### src/rtl/mdu_iter_if.sv
// Request/response bundle between the EX stage and the iterative mul/div unit.
// The master side is the pipeline; the slave side is mdu_iter.
interface mdu_iter_if #(
  parameter int XLEN = 32
) ();
  logic            valid_in;
  logic            ready;
  logic            flush;
  logic [4:0]      alu_op;
  logic            s_32;
  logic [XLEN-1:0] rs1;
  logic [XLEN-1:0] rs2;
  logic            busy;
  logic            valid_out;
  logic [XLEN-1:0] result;

  modport master (
    output valid_in, flush, alu_op, s_32, rs1, rs2,
    input  ready, busy, valid_out, result
  );

  modport slave (
    input  valid_in, flush, alu_op, s_32, rs1, rs2,
    output ready, busy, valid_out, result
  );
endinterface

### src/rtl/mdu_iter.sv
// Multi-cycle RV32M/RV64M multiply/divide unit: shift-add multiply and restoring
// divide on operand magnitudes, UNROLL bits per cycle, sign fix-up at the end.
module mdu_iter #(
  parameter int XLEN       = 32,
  parameter int UNROLL     = 1,
  parameter int ENABLE_MUL = 1,
  parameter int ENABLE_DIV = 1
) (
  input  logic      clock,
  input  logic      reset,
  mdu_iter_if.slave bus
);

  localparam int CNT_W = $clog2(XLEN);
  localparam logic [CNT_W-1:0] N_FULL = CNT_W'(XLEN / UNROLL - 1);
  localparam logic [CNT_W-1:0] N_WORD = CNT_W'(32 / UNROLL - 1);

  typedef enum logic [1:0] {S_IDLE, S_CALC, S_FIXUP, S_DONE} state_e;

  function automatic logic [XLEN-1:0] sext32(input logic [31:0] x);
    logic signed [31:0]     s;
    logic signed [XLEN-1:0] r;
    s = x;
    r = s;
    return r;
  endfunction

  state_e            state_q, state_d;
  logic [CNT_W-1:0]  cnt_q, cnt_d;
  logic [XLEN-1:0]   result_q, result_d;

  logic [2:0]        op_q;
  logic              w32_q, a_neg_q, b_neg_q, dz_q, ovf_q;
  logic [XLEN-1:0]   a_q, b_q;
  logic [2*XLEN-1:0] mc_q, acc_q;

  logic              ready, accept, load;
  logic              w32_in, is_div_in, a_sgn_in, b_sgn_in, a_neg_in, b_neg_in;
  logic              dz_in, ovf_in, dis_in;
  logic [XLEN-1:0]   opa_in, opb_in, mag_a, mag_b, min_w;
  logic [CNT_W-1:0]  cnt_load;

  // Operand decode at accept: effective width, signedness, magnitudes, special cases
  always_comb begin
    w32_in    = (XLEN == 64) && bus.s_32;
    is_div_in = bus.alu_op[2];
    a_sgn_in  = is_div_in ? !bus.alu_op[0] : (bus.alu_op[1:0] != 2'b11);
    b_sgn_in  = is_div_in ? !bus.alu_op[0] : !bus.alu_op[1];
    if (w32_in) begin
      opa_in = a_sgn_in ? sext32(bus.rs1[31:0]) : XLEN'(bus.rs1[31:0]);
      opb_in = b_sgn_in ? sext32(bus.rs2[31:0]) : XLEN'(bus.rs2[31:0]);
      min_w  = sext32(32'h8000_0000);
    end else begin
      opa_in = bus.rs1;
      opb_in = bus.rs2;
      min_w  = {1'b1, {(XLEN-1){1'b0}}};
    end
    a_neg_in = a_sgn_in && opa_in[XLEN-1];
    b_neg_in = b_sgn_in && opb_in[XLEN-1];
    mag_a    = a_neg_in ? -opa_in : opa_in;
    mag_b    = b_neg_in ? -opb_in : opb_in;
    dz_in    = is_div_in && (opb_in == '0);
    ovf_in   = is_div_in && a_sgn_in && (opa_in == min_w) && (opb_in == '1);
    dis_in   = is_div_in ? (ENABLE_DIV == 0) : (ENABLE_MUL == 0);
    cnt_load = w32_in ? N_WORD : N_FULL;
  end

  assign ready  = reset && (state_q == S_IDLE || state_q == S_DONE);
  assign accept = bus.valid_in && (bus.alu_op[4:3] == 2'b10) && ready && !bus.flush;

  logic [XLEN-1:0]   a_st;
  logic [2*XLEN-1:0] acc_st, mc_st, acc_step;
  logic [XLEN:0]     rem_st;

  // One CALC cycle: UNROLL multiply or restoring-divide steps
  always_comb begin
    a_st   = a_q;
    acc_st = acc_q;
    mc_st  = mc_q;
    rem_st = acc_q[XLEN:0];
    for (int i = 0; i < UNROLL; i++) begin
      if (op_q[2]) begin
        // W-form dividends live in the low 32 bits, so bit 31 feeds the remainder
        rem_st = {rem_st[XLEN-1:0], (w32_q ? a_st[31] : a_st[XLEN-1])};
        a_st   = a_st << 1;
        if (rem_st >= {1'b0, b_q}) begin
          rem_st  = rem_st - {1'b0, b_q};
          a_st[0] = 1'b1;
        end
      end else begin
        if (a_st[0]) acc_st = acc_st + mc_st;
        mc_st = mc_st << 1;
        a_st  = a_st >> 1;
      end
    end
    acc_step = op_q[2] ? {{(XLEN-1){1'b0}}, rem_st} : acc_st;
  end

  logic [2*XLEN-1:0] prod_s;
  logic [XLEN-1:0]   rmd, dvd, raw, fix_res;

  always_comb begin
    prod_s = (a_neg_q ^ b_neg_q) ? -acc_q : acc_q;
    rmd    = acc_q[XLEN-1:0];
    dvd    = a_neg_q ? -a_q : a_q;
    if (!op_q[2]) begin
      if (op_q[1:0] == 2'b00) raw = prod_s[XLEN-1:0];
      else                    raw = w32_q ? XLEN'(prod_s[63:32]) : prod_s[2*XLEN-1:XLEN];
    end else if (dz_q) begin
      raw = op_q[1] ? dvd : '1;
    end else if (ovf_q) begin
      raw = op_q[1] ? '0 : dvd;
    end else if (op_q[1]) begin
      raw = a_neg_q ? -rmd : rmd;
    end else begin
      raw = (a_neg_q ^ b_neg_q) ? -a_q : a_q;
    end
    fix_res = w32_q ? sext32(raw[31:0]) : raw;
  end

  always_comb begin
    state_d  = state_q;
    cnt_d    = cnt_q;
    result_d = result_q;
    load     = 1'b0;
    case (state_q)
      S_IDLE, S_DONE: begin
        state_d = S_IDLE;
        if (accept) begin
          load = 1'b1;
          if (dis_in) begin
            state_d  = S_DONE;
            result_d = '0;
          end else if (dz_in || ovf_in) begin
            state_d = S_FIXUP;
          end else begin
            state_d = S_CALC;
            cnt_d   = cnt_load;
          end
        end
      end
      S_CALC: begin
        if (cnt_q == '0) state_d = S_FIXUP;
        else             cnt_d   = cnt_q - 1'b1;
      end
      S_FIXUP: begin
        state_d  = S_DONE;
        result_d = fix_res;
      end
      default: state_d = S_IDLE;
    endcase
    // A DONE strobe already on the wire stays; everything else is dropped
    if (bus.flush) begin
      state_d  = S_IDLE;
      cnt_d    = '0;
      result_d = result_q;
    end
  end

  always_ff @(posedge clock) begin
    if (!reset) begin
      state_q  <= S_IDLE;
      cnt_q    <= '0;
      result_q <= '0;
    end else begin
      state_q  <= state_d;
      cnt_q    <= cnt_d;
      result_q <= result_d;
    end
  end

  always_ff @(posedge clock) begin
    if (load) begin
      op_q    <= bus.alu_op[2:0];
      w32_q   <= w32_in;
      a_neg_q <= a_neg_in;
      b_neg_q <= b_neg_in;
      dz_q    <= dz_in;
      ovf_q   <= ovf_in;
      a_q     <= mag_a;
      b_q     <= mag_b;
      mc_q    <= {{XLEN{1'b0}}, mag_b};
      acc_q   <= '0;
    end else if (state_q == S_CALC) begin
      a_q   <= a_st;
      mc_q  <= mc_st;
      acc_q <= acc_step;
    end
  end

  assign bus.ready     = ready;
  assign bus.busy      = (bus.valid_in && state_q == S_IDLE) || state_q == S_CALC ||
                         state_q == S_FIXUP;
  assign bus.valid_out = (state_q == S_DONE);
  assign bus.result    = result_q;

endmodule

### src/flat_wrapper.sv
// flat-port wrapper written by rule: the top's interface ports become plain ports
module mdu_iter_flat 
#(
  parameter int XLEN       = 32,
  parameter int UNROLL     = 1,
  parameter int ENABLE_MUL = 1,
  parameter int ENABLE_DIV = 1
)
  (clock, reset, bus_valid_in, bus_flush, bus_alu_op, bus_s_32, bus_rs1, bus_rs2, bus_ready, bus_busy, bus_valid_out, bus_result);
  mdu_iter_if #(.XLEN(XLEN)) bus_i ();
  input  logic clock;
  input  logic reset;
  input wire logic [$bits(bus_i.valid_in)-1:0] bus_valid_in;
  input wire logic [$bits(bus_i.flush)-1:0] bus_flush;
  input wire logic [$bits(bus_i.alu_op)-1:0] bus_alu_op;
  input wire logic [$bits(bus_i.s_32)-1:0] bus_s_32;
  input wire logic [$bits(bus_i.rs1)-1:0] bus_rs1;
  input wire logic [$bits(bus_i.rs2)-1:0] bus_rs2;
  output wire logic [$bits(bus_i.ready)-1:0] bus_ready;
  output wire logic [$bits(bus_i.busy)-1:0] bus_busy;
  output wire logic [$bits(bus_i.valid_out)-1:0] bus_valid_out;
  output wire logic [$bits(bus_i.result)-1:0] bus_result;
  assign bus_i.valid_in = bus_valid_in;
  assign bus_i.flush = bus_flush;
  assign bus_i.alu_op = bus_alu_op;
  assign bus_i.s_32 = bus_s_32;
  assign bus_i.rs1 = bus_rs1;
  assign bus_i.rs2 = bus_rs2;
  assign bus_ready = bus_i.ready;
  assign bus_busy = bus_i.busy;
  assign bus_valid_out = bus_i.valid_out;
  assign bus_result = bus_i.result;
  mdu_iter #(.XLEN(XLEN), .UNROLL(UNROLL), .ENABLE_MUL(ENABLE_MUL), .ENABLE_DIV(ENABLE_DIV)) u_core (.clock(clock), .reset(reset), .bus(bus_i));
endmodule
### config.mk
export PLATFORM = sky130hd
export DESIGN_NAME = mdu_iter_flat
export DESIGN_NICKNAME = d
export VERILOG_FILES = /design/src/rtl/mdu_iter_if.sv /design/src/rtl/mdu_iter.sv /design/src/flat_wrapper.sv
export SDC_FILE = /design/constraint.sdc
export NUM_CORES = 1
export LEC_CHECK = 0
export CELL_PAD_IN_SITES_DETAIL_PLACEMENT = 0
export CELL_PAD_IN_SITES_GLOBAL_PLACEMENT = 2
export CORE_UTILIZATION = 40
export CTS_CLUSTER_SIZE = 12
export DETAILED_ROUTE_END_ITERATION = 8
export PLACE_DENSITY_LB_ADDON = 0.1
export REMOVE_ABC_BUFFERS = 1
export SLEW_MARGIN = 20
export SYNTH_ARGS = -nofsm -noshare
export SYNTH_HDL_FRONTEND = slang
export SYNTH_SLANG_ARGS = --single-unit
export TNS_END_PERCENT = 20
### constraint.sdc
create_clock -name clock -period 6.35 [get_ports clock]
set_input_delay 0.635 -clock clock [delete_from_list [all_inputs] [get_ports clock]]
set_output_delay 0.635 -clock clock [all_outputs]
set_load 0.05 [all_outputs]
==> results by group <==
Power and ir drop
  – Register share of total power: 37.4%
  – Switching share of power: 35.01%
  – Leakage power: 0.009133 µW
  – Final Power: 5017 µW
  – Sw power: 1756 µW
  – Pwr/cell area: 220.8 nW/µm²
  – Clock Power Share: 33.3%
  – Worst VDD drop: 0.1854 mV
  – Int Pwr: 3260 µW
  – Combinational share of power: 29.3%

Synthesis
  – Mean area per synthesized cell: 7.714 µm²
  – Synth Instances: 2622
  – Mux cell area share after synthesis: 2.808%
  – Area share of fa/ha/maj cells after synthesis: 6.755%
  – Largest area contributor in the synthesized netlist: edfxtp_1
  – Sequential cell area fraction in the yosys report: 28.65%
  – Post-Syn Area: 20230 µm²
  – Synth Area in Compound Gates: 24.93%
  – Synth top area share: 15.29%
  – Fraction of registers with async set/reset: 0%
  – Ranking of synthesized cells by area: edfxtp_1, dfxtp_1, nand2_1
  – Simple-gate portion of the synthesized area: 19.58%
  – Main combinational cell family by area after synthesis: compound AO/OA/AOI/OAI gates
  – Number of flops mapped to enable cells by yosys: 103
  – Synth cell types: 85
  – Yosys reg bits: 238
  – XOR/XNOR Fraction of Synth Area: 12.43%
  – Post-synth top flop: dfxtp_1
  – Synth Warn #: 0

Critical path
  – Crit Path Class: flop to flop
  – Critical Path Fanout Max: 9
  – Crit start category: flop
  – CP required: 6.87 ns
  – CP bufs+invs: 0
  – CP most frequent cell: o21ai_1
  – Worst path slowest cell: dfxtp_1
  – Critical path arrival: 4.97 ns
  – Worst path cell trace: ha_1, fa_1, a21o_1, nand4_1, a211oi_1, o21ai_1, a211oi_1, a31oi_1, o21ai_1, o21ai_1, o31ai_1, mux2i_1, a21o_1
  – CP endpoint kind: flop
  – CP peak stage delay: 0.57 ns
  – Top delay family on crit path: compound AO/OA/AOI/OAI gates

STA
  – Worst slew pin tran: 1.036 ns
  – Period minus WS final: 4.444 ns
  – Final Setup Violations: 0
  – RSZ-0062 raised after global routing: false
  – Final Worst Setup Slack: 1.906 ns
  – Final period util: 69.98%
  – Final number of hold-violating endpoints: 0
  – TNS Setup: 0 ns
  – Slew HR: 30.92%
  – Slew Viols, Final: 0
  – Clk_skew: 0.01490 ns
  – Achievable Freq: 0.2250 GHz

Route
  – Post-DRT Antenna Nets: 0
  – TritonRoute pass-1 iters: 5
  – Detailed Route Iter0 Violations: 1392
  – Total number of vias: 19.03k
  – Post-route DRC violation count: 0
  – Final wirelength: 68950 µm
  – Routed WL per cell: 20.77 µm
  – Vias/cell: 5.731

CTS
  – CTS resizes: 0
  – Setup Buffers After CTS: 0
  – Clock Sink Count: 238
  – CTS Hold Bufs: 0
  – CTS Buf Count: 30
  – Clk_lat worst skew: 0.59 ns
  – CTS tree: yes
  – Reg clk slew, reported paths: 0.06 ns
  – Root cell of the clock tree: clkbuf_16
  – Longest Clk Path Bufs: 3
  – CTS H-tree depth: 1

Place
  – GP Congestion: 0.9353
  – Hpwl dp: 53340 µm
  – # port buffers: 107
  – Dpl ws: 1.889 ns

GRT
  – Overall Global Routing Usage: 26.63%
  – Vias in the first global route: 18.03k
  – Largest net degree at the start of global routing: 83
  – Initial antenna violation count: 1
  – GRT overflow: 0
  – First-pass GRT wire length: 105800 µm

Floorplanning
  – IO Pins: 109
  – Rows: 82
  – Floorplan core area: 50070 µm²
  – DIE WIDTH: 226.9 µm
  – Die Footprint: 51470 µm²
  – Initial Util: 40.40%
  – Die Span Y: 226.9 µm

Run status
  – Status: finished, final reports clean

Final layout
  – Commonest non-fill, non-tap cell in the layout: nand2_1
  – Most frequent cells in the layout: nand2_1, a21oi_1, o21ai_0
  – Layout cell share with drive strength beyond 1: 4.685%
  – NumNets Final: 2805
  – Layout area overhead: 12.31%

Worst hold path
  – Hold crit path type: flop to flop

Job
  – Max cap viols: 0
## cell usage after synthesis (7+ instances only)
| cell type | n |
|---|---|
| nand2_1 | 424 |
| nand3_1 | 37 |
| o21a_1 | 12 |
| clkbuf_1 | 141 |
| a21boi_0 | 15 |
| mux2i_1 | 50 |
| buf_2 | 10 |
| a21o_1 | 67 |
| xor2_1 | 147 |
| or2_2 | 10 |
| a22o_1 | 9 |
| o211ai_1 | 20 |
| a31oi_1 | 21 |
| a311oi_1 | 7 |
| a21oi_1 | 243 |
| and3_1 | 18 |
| o31a_1 | 7 |
| or4_1 | 7 |
| nand2b_1 | 28 |
| xnor2_1 | 140 |
| ha_1 | 106 |
| inv_1 | 81 |
| nand4_1 | 28 |
| edfxtp_1 | 103 |
| or3_1 | 28 |
| o21ai_0 | 204 |
| buf_1 | 15 |
| dfxtp_1 | 135 |
| o21bai_1 | 26 |
| nor3_1 | 43 |
| nor4_1 | 25 |
| nor2_1 | 181 |
| o41ai_1 | 7 |
| o21ai_1 | 7 |
| o221ai_1 | 31 |
| a221oi_1 | 8 |
| o31ai_1 | 44 |
| a211oi_1 | 20 |
| nor2b_1 | 18 |
## state kept, by name, summed over array words and instances (netlist names), 2 cells and up
register           count
u_core.a_q            32
u_core.b_q            32
u_core.mc_q           64
u_core.state_q         2
u_core.acc_q          64
u_core.bus.result     32
u_core.op_q            3
u_core.cnt_q           5
## power by group through the flow
stage / registers [µW] / logic, µW / clock network [µW]
6_report: 1880 / 1470 / 1670
5_1_grt: 1890 / 1620 / 1770
4_1_cts: 1870 / 1460 / 1710
3_5_place_dp: 1910 / 1450 / 0
3_3_place_gp: 1900 / 1450 / 0
2_1_floorplan: 1840 / 1070 / 0
## path summary, 6_finish.rpt
kind / slack [ns] / endpoint / from / depth (start not counted)
setup / recovery: 1.91 / u_core.acc_q[60] / u_core.acc_q[0] / 13
hold / removal: 0.46 / u_core.bus.result[9] / u_core.bus.result[9] / 2
setup reg to reg: 1.91 / u_core.acc_q[60] / u_core.acc_q[0] / 13
hold reg to reg: 0.46 / u_core.bus.result[9] / u_core.bus.result[9] / 2
## stage by stage
stage	utilization (%)	std cells	area [µm²]	hold WS, ns
after floorplan	-	2453	19570	0.4481
after global placement	43.47	3263	21760	0.4498
after detailed placement	43.47	3263	21760	0.4585
after CTS	45.36	3319	22710	0.4661
after global routing	45.37	3319	22710	0.4851
final	45.37	3320	22720	0.4582
## cell families after synthesis
| logic type | count (synthesis) |
|---|---|
| AO/OA/AOI/OAI | 802 |
| XOR/XNOR | 287 |
| adder cells (fa/ha/maj) | 108 |
| buffers and inverters | 254 |
| flip-flops | 238 |
| multiplexers | 56 |
| AND/OR/NAND/NOR | 877 |
## routing by layer
metal,share of wire (%),global-route usage (%)
met1,47,36.82
met2,46,44.11
met3,4.3,2.268
met4,2.9,7.302
met5,0,0
## cell type report
cell class / instances / area, µm²
fill: 5232 / 27350
multi-input combinational: 2130 / 13500
sequential: 238 / 5796
timing repair buffer: 138 / 1304
tap: 672 / 840.8
clock buffer: 39 / 837.1
inverter: 85 / 324.1
clock inverter: 17 / 108.9
antenna: 1 / 2.502
## worst register-to-register path, cell delays in order (launching register included)
cell	delay, ns
dfxtp_1	0.57
ha_1	0.28
fa_1	0.23
a21o_1	0.14
nand4_1	0.16
a211oi_1	0.48
o21ai_1	0.27
a211oi_1	0.48
a31oi_1	0.25
o21ai_1	0.44
o21ai_1	0.32
o31ai_1	0.41
mux2i_1	0.24
a21o_1	0.12
No activity file was read; power rests on OpenSTA's default activity.
